[config.mk]
export PLATFORM = sky130hd
export DESIGN_NAME = mic_tdoa_xcorr_flat
export DESIGN_NICKNAME = d
export VERILOG_FILES = /design/src/rtl/mic_xcorr_pkg.sv /design/src/rtl/mic_tdoa_xcorr_if.sv /design/src/rtl/mic_delay_line.sv /design/src/rtl/mic_tdoa_xcorr.sv /design/src/flat_wrapper.sv
export SDC_FILE = /design/constraint.sdc
export NUM_CORES = 2
export LEC_CHECK = 0
export BUFFER_PORTS_ARGS = -buffer_cell sky130_fd_sc_hd__buf_2
export CAP_MARGIN = 20
export CORE_MARGIN = 2
export CORE_UTILIZATION = 60
export CTS_BUF_LIST = sky130_fd_sc_hd__clkbuf_4
export DETAILED_ROUTE_END_ITERATION = 10
export GPL_TIMING_DRIVEN = 0
export PLACE_DENSITY_LB_ADDON = 0.05
export SETUP_SLACK_MARGIN = 0.1
export SLEW_MARGIN = 20
export SYNTH_ARGS = -nofsm -noshare
export SYNTH_HDL_FRONTEND = slang
export SYNTH_HIERARCHICAL = 1
export SYNTH_SLANG_ARGS = --single-unit
[constraint.sdc]
create_clock -name clk -period 9.83 [get_ports clk]
set_clock_uncertainty 0.1 [all_clocks]
set_input_delay 0.4915 -clock clk [delete_from_list [all_inputs] [get_ports clk]]
set_output_delay 0.4915 -clock clk [all_outputs]
set_load 0.005 [all_outputs]
[src/rtl/mic_xcorr_pkg.sv]
// Shared definitions for the microphone TDOA cross-correlator.
// Holds the FSM state type, the default geometry and the width derivations
// used by the interface and the datapath. Nothing here has ports.
package mic_xcorr_pkg;

  localparam int MAX_LAG_DEF   = 8;    // largest lag magnitude, samples
  localparam int FRAME_LEN_DEF = 256;  // samples per correlation frame
  localparam int DATA_W_DEF    = 16;   // bits kept from each 24-bit sample
  localparam int SAMPLE_W      = 24;   // I2S capture word width

  typedef enum logic [2:0] {
    IDLE,  // disabled, everything held clear
    WAIT,  // waiting for the next sample strobe
    MAC,   // one lag accumulated per clock
    SCAN,  // one lag compared per clock
    DONE   // publish result, restart the frame
  } state_e;

  // Signed lag range is -MAX_LAG..+MAX_LAG.
  function automatic int lag_w(input int max_lag);
    return $clog2(max_lag + 1) + 1;
  endfunction

  // Full product plus enough headroom to sum a whole frame without overflow.
  function automatic int acc_w(input int data_w, input int frame_len);
    return 2 * data_w + $clog2(frame_len);
  endfunction

endpackage

[src/rtl/mic_tdoa_xcorr_if.sv]
// Capture-to-correlator bundle.
//   master (capture side): drives en, sample_valid, ch_a, ch_b; reads results.
//   slave  (correlator)  : reads the sample pair; drives lag_out, peak_out,
//                          lag_valid, busy, overrun.
interface mic_tdoa_xcorr_if
  import mic_xcorr_pkg::*;
#(
  parameter int MAX_LAG   = MAX_LAG_DEF,
  parameter int FRAME_LEN = FRAME_LEN_DEF,
  parameter int DATA_W    = DATA_W_DEF
) ();

  localparam int LAG_W = lag_w(MAX_LAG);
  localparam int ACC_W = acc_w(DATA_W, FRAME_LEN);

  logic                       en;
  logic                       sample_valid;
  logic signed [SAMPLE_W-1:0] ch_a;
  logic signed [SAMPLE_W-1:0] ch_b;
  logic signed [LAG_W-1:0]    lag_out;
  logic signed [ACC_W-1:0]    peak_out;
  logic                       lag_valid;
  logic                       busy;
  logic                       overrun;

  modport master (
    output en, sample_valid, ch_a, ch_b,
    input  lag_out, peak_out, lag_valid, busy, overrun
  );

  modport slave (
    input  en, sample_valid, ch_a, ch_b,
    output lag_out, peak_out, lag_valid, busy, overrun
  );

endinterface

[src/rtl/mic_delay_line.sv]
// Shift-register delay line with every stage exposed.
//   clk, rst_dsp : clock, asynchronous active-low reset
//   shift_en     : push din into taps[0], older samples move up one stage
//   clear        : synchronous zero of all stages (wins over shift_en)
//   din          : new sample
//   taps[i]      : sample delayed by i shifts
module mic_delay_line #(
  parameter int DEPTH = 1,
  parameter int WIDTH = 16
) (
  input  logic                    clk,
  input  logic                    rst_dsp,
  input  logic                    shift_en,
  input  logic                    clear,
  input  logic signed [WIDTH-1:0] din,
  output logic signed [WIDTH-1:0] taps [DEPTH]
);

  // NOTE: sequential state is written with <= so every stage samples the
  // previous stage's pre-edge value; = here would collapse the chain.
  always_ff @(posedge clk or negedge rst_dsp) begin
    if (!rst_dsp) begin
      for (int i = 0; i < DEPTH; i++) taps[i] <= '0;
    end else if (clear) begin
      for (int i = 0; i < DEPTH; i++) taps[i] <= '0;
    end else if (shift_en) begin
      taps[0] <= din;
      for (int i = 1; i < DEPTH; i++) taps[i] <= taps[i-1];
    end
  end

endmodule

[src/rtl/mic_tdoa_xcorr.sv]
// Time-difference-of-arrival estimator for one microphone pair.
// Each accepted sample updates 2*MAX_LAG+1 cross-correlation accumulators,
// one per clock through a single multiplier; after FRAME_LEN samples the
// accumulators are scanned and the lag of the largest one is reported.
//   clk, rst_dsp : clock, asynchronous active-low reset
//   bus (slave)  : en, sample_valid, ch_a, ch_b in;
//                  lag_out (positive = ch_b lags ch_a), peak_out,
//                  lag_valid (1-cycle), busy, overrun (sticky) out
module mic_tdoa_xcorr
  import mic_xcorr_pkg::*;
#(
  parameter int MAX_LAG   = MAX_LAG_DEF,
  parameter int FRAME_LEN = FRAME_LEN_DEF,
  parameter int DATA_W    = DATA_W_DEF
) (
  input  logic clk,
  input  logic rst_dsp,
  mic_tdoa_xcorr_if.slave bus
);

  localparam int LAG_W  = lag_w(MAX_LAG);
  localparam int ACC_W  = acc_w(DATA_W, FRAME_LEN);
  localparam int NK     = 2 * MAX_LAG + 1;
  localparam int K_W    = $clog2(NK);
  localparam int CNT_W  = $clog2(FRAME_LEN) + 1;
  localparam int PROD_W = 2 * DATA_W;

  state_e                  state;
  logic [K_W-1:0]          k;
  logic [CNT_W-1:0]        count;
  logic signed [ACC_W-1:0] acc [NK];
  logic signed [ACC_W-1:0] best_acc;
  logic [K_W-1:0]          best_k;

  logic signed [LAG_W-1:0] lag_q;
  logic signed [ACC_W-1:0] peak_q;
  logic                    lag_valid_q;
  logic                    busy_q;
  logic                    overrun_q;

  // Keep the MSBs; the low bits of the capture word are below the noise floor.
  logic signed [DATA_W-1:0] a_in, b_in;
  assign a_in = bus.ch_a[SAMPLE_W-1 -: DATA_W];
  assign b_in = bus.ch_b[SAMPLE_W-1 -: DATA_W];

  logic unused_low_bits;
  assign unused_low_bits = ^{bus.ch_a[SAMPLE_W-DATA_W-1:0], bus.ch_b[SAMPLE_W-DATA_W-1:0]};

  // Samples are taken only from WAIT, so a strobe while busy (or on the
  // enable edge, when still in IDLE) never disturbs the history.
  logic shift_en, dl_clear;
  assign shift_en = bus.en && bus.sample_valid && (state == WAIT);
  assign dl_clear = !bus.en;

  logic signed [DATA_W-1:0] a_taps [MAX_LAG+1];
  logic signed [DATA_W-1:0] b_taps [NK];

  mic_delay_line #(.DEPTH(MAX_LAG + 1), .WIDTH(DATA_W)) u_dl_a (
    .clk(clk), .rst_dsp(rst_dsp), .shift_en(shift_en), .clear(dl_clear),
    .din(a_in), .taps(a_taps)
  );

  mic_delay_line #(.DEPTH(NK), .WIDTH(DATA_W)) u_dl_b (
    .clk(clk), .rst_dsp(rst_dsp), .shift_en(shift_en), .clear(dl_clear),
    .din(b_in), .taps(b_taps)
  );

  // Centre-delayed A against every B tap: acc[k] ends up holding lag MAX_LAG-k.
  logic signed [PROD_W-1:0] prod;
  logic signed [ACC_W-1:0]  prod_ext;
  assign prod     = a_taps[MAX_LAG] * b_taps[k];
  assign prod_ext = {{(ACC_W-PROD_W){prod[PROD_W-1]}}, prod};

  always_ff @(posedge clk or negedge rst_dsp) begin
    if (!rst_dsp) begin
      state       <= IDLE;
      k           <= '0;
      count       <= '0;
      best_acc    <= '0;
      best_k      <= '0;
      lag_q       <= '0;
      peak_q      <= '0;
      lag_valid_q <= 1'b0;
      busy_q      <= 1'b0;
      overrun_q   <= 1'b0;
      // NOTE: the accumulator bank is a handful of registers, not a RAM, and
      // must read zero out of reset, so it takes the async reset like any flop.
      for (int i = 0; i < NK; i++) acc[i] <= '0;
    end else if (!bus.en) begin
      state       <= IDLE;
      k           <= '0;
      count       <= '0;
      lag_valid_q <= 1'b0;
      busy_q      <= 1'b0;
      overrun_q   <= 1'b0;
      for (int i = 0; i < NK; i++) acc[i] <= '0;
    end else begin
      lag_valid_q <= 1'b0;
      if (bus.sample_valid && busy_q) overrun_q <= 1'b1;

      case (state)
        IDLE: state <= WAIT;

        WAIT: begin
          if (bus.sample_valid) begin
            state  <= MAC;
            k      <= '0;
            busy_q <= 1'b1;
          end
        end

        MAC: begin
          acc[k] <= acc[k] + prod_ext;
          if (k == K_W'(NK - 1)) begin
            k     <= '0;
            count <= count + 1'b1;
            if (count == CNT_W'(FRAME_LEN - 1)) begin
              state <= SCAN;
            end else begin
              state  <= WAIT;
              busy_q <= 1'b0;
            end
          end else begin
            k <= k + 1'b1;
          end
        end

        SCAN: begin
          // Strict compare: ties keep the lowest k, i.e. the most positive lag.
          if (k == '0 || acc[k] > best_acc) begin
            best_acc <= acc[k];
            best_k   <= k;
          end
          if (k == K_W'(NK - 1)) begin
            k     <= '0;
            state <= DONE;
          end else begin
            k <= k + 1'b1;
          end
        end

        DONE: begin
          lag_q       <= LAG_W'(MAX_LAG - int'(best_k));
          peak_q      <= best_acc;
          lag_valid_q <= 1'b1;
          count       <= '0;
          busy_q      <= 1'b0;
          state       <= WAIT;
          for (int i = 0; i < NK; i++) acc[i] <= '0;
        end

        default: state <= IDLE;
      endcase
    end
  end

  assign bus.lag_out   = lag_q;
  assign bus.peak_out  = peak_q;
  assign bus.lag_valid = lag_valid_q;
  assign bus.busy      = busy_q;
  assign bus.overrun   = overrun_q;

endmodule

[src/flat_wrapper.sv]
// flat-port wrapper written by rule: the top's interface ports become plain ports
module mic_tdoa_xcorr_flat import mic_xcorr_pkg::*;
#(
  parameter int MAX_LAG   = MAX_LAG_DEF,
  parameter int FRAME_LEN = FRAME_LEN_DEF,
  parameter int DATA_W    = DATA_W_DEF
)
  (clk, rst_dsp, bus_en, bus_sample_valid, bus_ch_a, bus_ch_b, bus_lag_out, bus_peak_out, bus_lag_valid, bus_busy, bus_overrun);
  mic_tdoa_xcorr_if #(.MAX_LAG(MAX_LAG), .FRAME_LEN(FRAME_LEN), .DATA_W(DATA_W)) bus_i ();
  input  logic clk;
  input  logic rst_dsp;
  input wire logic [$bits(bus_i.en)-1:0] bus_en;
  input wire logic [$bits(bus_i.sample_valid)-1:0] bus_sample_valid;
  input wire logic [$bits(bus_i.ch_a)-1:0] bus_ch_a;
  input wire logic [$bits(bus_i.ch_b)-1:0] bus_ch_b;
  output wire logic [$bits(bus_i.lag_out)-1:0] bus_lag_out;
  output wire logic [$bits(bus_i.peak_out)-1:0] bus_peak_out;
  output wire logic [$bits(bus_i.lag_valid)-1:0] bus_lag_valid;
  output wire logic [$bits(bus_i.busy)-1:0] bus_busy;
  output wire logic [$bits(bus_i.overrun)-1:0] bus_overrun;
  assign bus_i.en = bus_en;
  assign bus_i.sample_valid = bus_sample_valid;
  assign bus_i.ch_a = bus_ch_a;
  assign bus_i.ch_b = bus_ch_b;
  assign bus_lag_out = bus_i.lag_out;
  assign bus_peak_out = bus_i.peak_out;
  assign bus_lag_valid = bus_i.lag_valid;
  assign bus_busy = bus_i.busy;
  assign bus_overrun = bus_i.overrun;
  mic_tdoa_xcorr #(.MAX_LAG(MAX_LAG), .FRAME_LEN(FRAME_LEN), .DATA_W(DATA_W)) u_core (.clk(clk), .rst_dsp(rst_dsp), .bus(bus_i));
endmodule
==> metrics.yaml <==
run_status:
  outcome: "completed"
routing:
  vias_per_cell: 6.35
  routedWlPerCell_um: 27.8
  drt_iter0_drc: 5691
  drt_wl_total_mm: 217
  ant_nets: 0
  vias: 49500
  drc: 0
  dr.pass1.iters: 6
global_routing:
  grt_max_degree: 134
  grt_antenna_before_repair: 6
  grt_pass1_vias: 50200
  track_usage: 0.394
  grt_pass1_wl_mm: 326
  grt_remaining_overflow: 0
sta:
  final-setup-viol-count: 0
  fin_crit_ns: 9.53
  drv_slew: 0
  finalSetupTns_ns: 0
  setup_ws_ns: 0.303
  period_share: 0.969
  max_freq_ghz: 0.105
  tightest_slew_ns: 1.25
  relSlewSlack: 0.159
  final_hold_viol_count: 0
  rsz0062_at_grt: "yes"
power_and_ir_drop:
  seqPwrFrac: 0.486
  swShare: 0.281
  power_frac_comb: 0.114
  p_per_area_mw_per_mm2: 147
  p_sw_mw: 3.06
  irDropWorstVdd_uv: 122
  clockPowerShare: 0.400
  internal_power_mw: 7.83
  leakage_nw: 35.3
logic_synthesis:
  syn_area_mm2: 0.0662
  synth_seq_cells: 1206
  yosysUniqueCellTypes: 72
  yosysTopAreaCellShare: 0.456
  syn_inst: 5595
  ys.flop_type: "dfrtp_1"
  yosysTopAreaCell: "dfrtp_1"
  ys_warn_count: 6
  postSynthAreaPerCell_um2: 11.8
  synth-seq-area-share: 0.456
  netlist_top_cells_area: "dfrtp_1, fa_1, mux4_2"
  synth-async-reset-ratio: 1.00
  synth_edf_count: 0
  syn_nets: 6139
place:
  post-place-ws_ns: -1.15
  portBuffers: 83
  hpwl_mm: 159
  gp_congestion: 0.973
  place_area_mm2: 0.0691
final_layout:
  seq_area_mm2: 0.0302
  multi_input_area_mm2: 0.0328
  syn_to_final_growth_pct: 12.0
  n_fill_cell: 8342
  mostFrequentLayoutCells: "dfrtp_1, nor2_1, a22o_1, mux2i_1, clkbuf_4"
  final_common_cell: "dfrtp_1"
  postLayoutCellArea_mm2: 0.0742
  drive_above_1_share: 0.176
  final_util: 0.680
  fin_nets: 6667
critical_path:
  crit_start: "u_core/k[1]"
  critPathLaunchType: "flop"
  reg2reg_setup_slack_ns: 0.30
  r2r-end: "u_core/acc[455]"
  path_class: "flop to flop"
  reg2regPathDepth: 23
  worstPathRequired_ns: 10.86
  endpoint: "u_core/acc[455]"
  critPathCaptureType: "flop"
  path_max_fanout: 10
  critPathArrivalTime_ns: 10.56
  reg2reg_from: "u_core/k[1]"
cts:
  ctsLongestPathBuffers: 4
  clock-sinks: 1206
  clkLatencyLatePin_ns: 1.28
  cts.htree.levels: 5
  cts_buffers: 329
  clk_pin_slew_ns: 0.06
  root_buffer: "clkbuf_4"
  cts_tree: "yes"
run:
  maxCapViolCount: 0
hold_path:
  hold_class: "input port to flop"
floorplanning:
  start_util: 0.607
  die_area_mm2: 0.113
  num_io_pins: 100
  core_mm2: 0.109
  rows: 121
  fp.dieH_um: 336
  die_w_um: 336
==> routing by layer <==
| layer | vias to the layer above | routed length, um | GRT usage |
|---|---|---|---|
| met1 | 25600 | 88300 | 0.562 |
| met5 | - | 0 | 0 |
| met3 | 509 | 23200 | 0.110 |
| met2 | 2726 | 94100 | 0.561 |
| li1 | 20700 | - | - |
| met4 | 0 | 11300 | 0.194 |
==> power by group through the flow <==
stage	sequential, mW	combinational, mW	clock (mW)
global route	5.30	1.33	4.69
global placement	5.39	1.14	0
detailed placement	5.38	1.17	0
finish	5.29	1.24	4.35
CTS	5.29	1.22	4.42
floorplan	5.29	0.659	0
==> state kept, by name (all words and copies together) (netlist names), 9 cells and up <==
name	cells
u_core/best_acc	40
u_core/count	9
u_core/u_dl_b/taps	272
u_core/acc	680
u_core/bus.peak_out	40
u_core/u_dl_a/taps	144
==> cell type report <==
type	instances	area share
clock inverters	69	0.00573
diodes	5	0.000169
inverters	451	0.0229
well taps	1476	0.0249
flip-flops and latches	1206	0.407
plain buffers	416	0.0273
clock buffers	456	0.0461
multi-input cells	3517	0.442
repair buffers	202	0.0239
==> critical path, stage by stage, from the launching register on <==
cell and delay [ns]:
dfrtp_1 0.53, buf_6 0.25, buf_4 0.28, buf_4 0.38, clkbuf_4 0.46, clkbuf_1 0.91, mux4_2 0.44, a22oi_1 0.15
o21ai_1 0.41, ha_1 0.51, fa_1 0.49, fa_1 0.53, inv_1 0.06, fa_1 0.53, inv_1 0.05, fa_1 0.47
ha_1 0.36, a21oi_1 0.32, o211ai_1 0.18, nand2_1 0.20, nand2b_1 0.13, xor2_2 0.69, clkbuf_1 0.74, a22o_1 0.24
==> how the worst min path moves through the flow <==
stage	startpoint	slack, ns	to	cells after the start
2_1_floorplan	rst_dsp	0.1	u_core/acc[0]	0
6_report	bus_ch_b[23]	0.10	u_core/u_dl_b/taps[271]	4
5_1_grt	bus_sample_valid	0.09	u_core/bus.overrun	4
3_3_place_gp	u_core/acc[590]	0.36	u_core/acc[590]	2
4_1_cts	bus_ch_b[23]	0.01	u_core/u_dl_b/taps[271]	4
3_5_place_dp	rst_dsp	0.30	u_core/u_dl_b/taps[244]	1
==> cells in the mapped netlist, types with 16 or more instances <==
cell      number
nor2b_1       21
nor2_1       598
a21o_1        20
buf_6         19
inv_1        451
ha_1         162
xor2_1        16
nand2_1      304
a22oi_1       50
nand4_1       16
mux2_2        44
buf_1         26
and2_1       132
a21oi_1      192
buf_2         73
nand3_1       32
mux4_2       222
nor3_1        22
a22o_1       567
fa_1         330
buf_4         42
o21ai_0      148
mux2i_1      469
dfrtp_1     1206
clkbuf_1     260
xnor2_1       24
==> through the flow <==
step | hold WS (ns) | cells | total power, mW
after floorplan | 0.0959 | 5595 | 5.95
after global placement | 0.356 | 7154 | 6.53
after detailed placement | 0.304 | 7182 | 6.55
after CTS | 0.00958 | 7790 | 10.9
after global routing | 0.0928 | 7798 | 11.3
final | 0.104 | 7798 | 10.9
==> repair_timing <==
| item | in CTS | in global routing |
|---|---|---|
| resized for setup | 42 | 50 |
| pin swaps | 5 | 5 |
| setup buffers | 15 | 6 |
| setup endpoints to repair | 388 | 316 |
| endpoints found under the hold margin | 616 | 0 |
| hold buffers | 70 | 0 |
==> logic make-up after synthesis <==
kind of cell	after synthesis	share of synthesized area
DFF	1206	0.456
and+or+nand+nor	1163	0.0753
AOI/OAI and AO/OA	1078	0.121
buffers and inverters	872	0.0553
muxes	739	0.155
adders and majority gates	492	0.130
xor gates and xnor gates	45	0.00652
(Power assumes the default switching activity.)
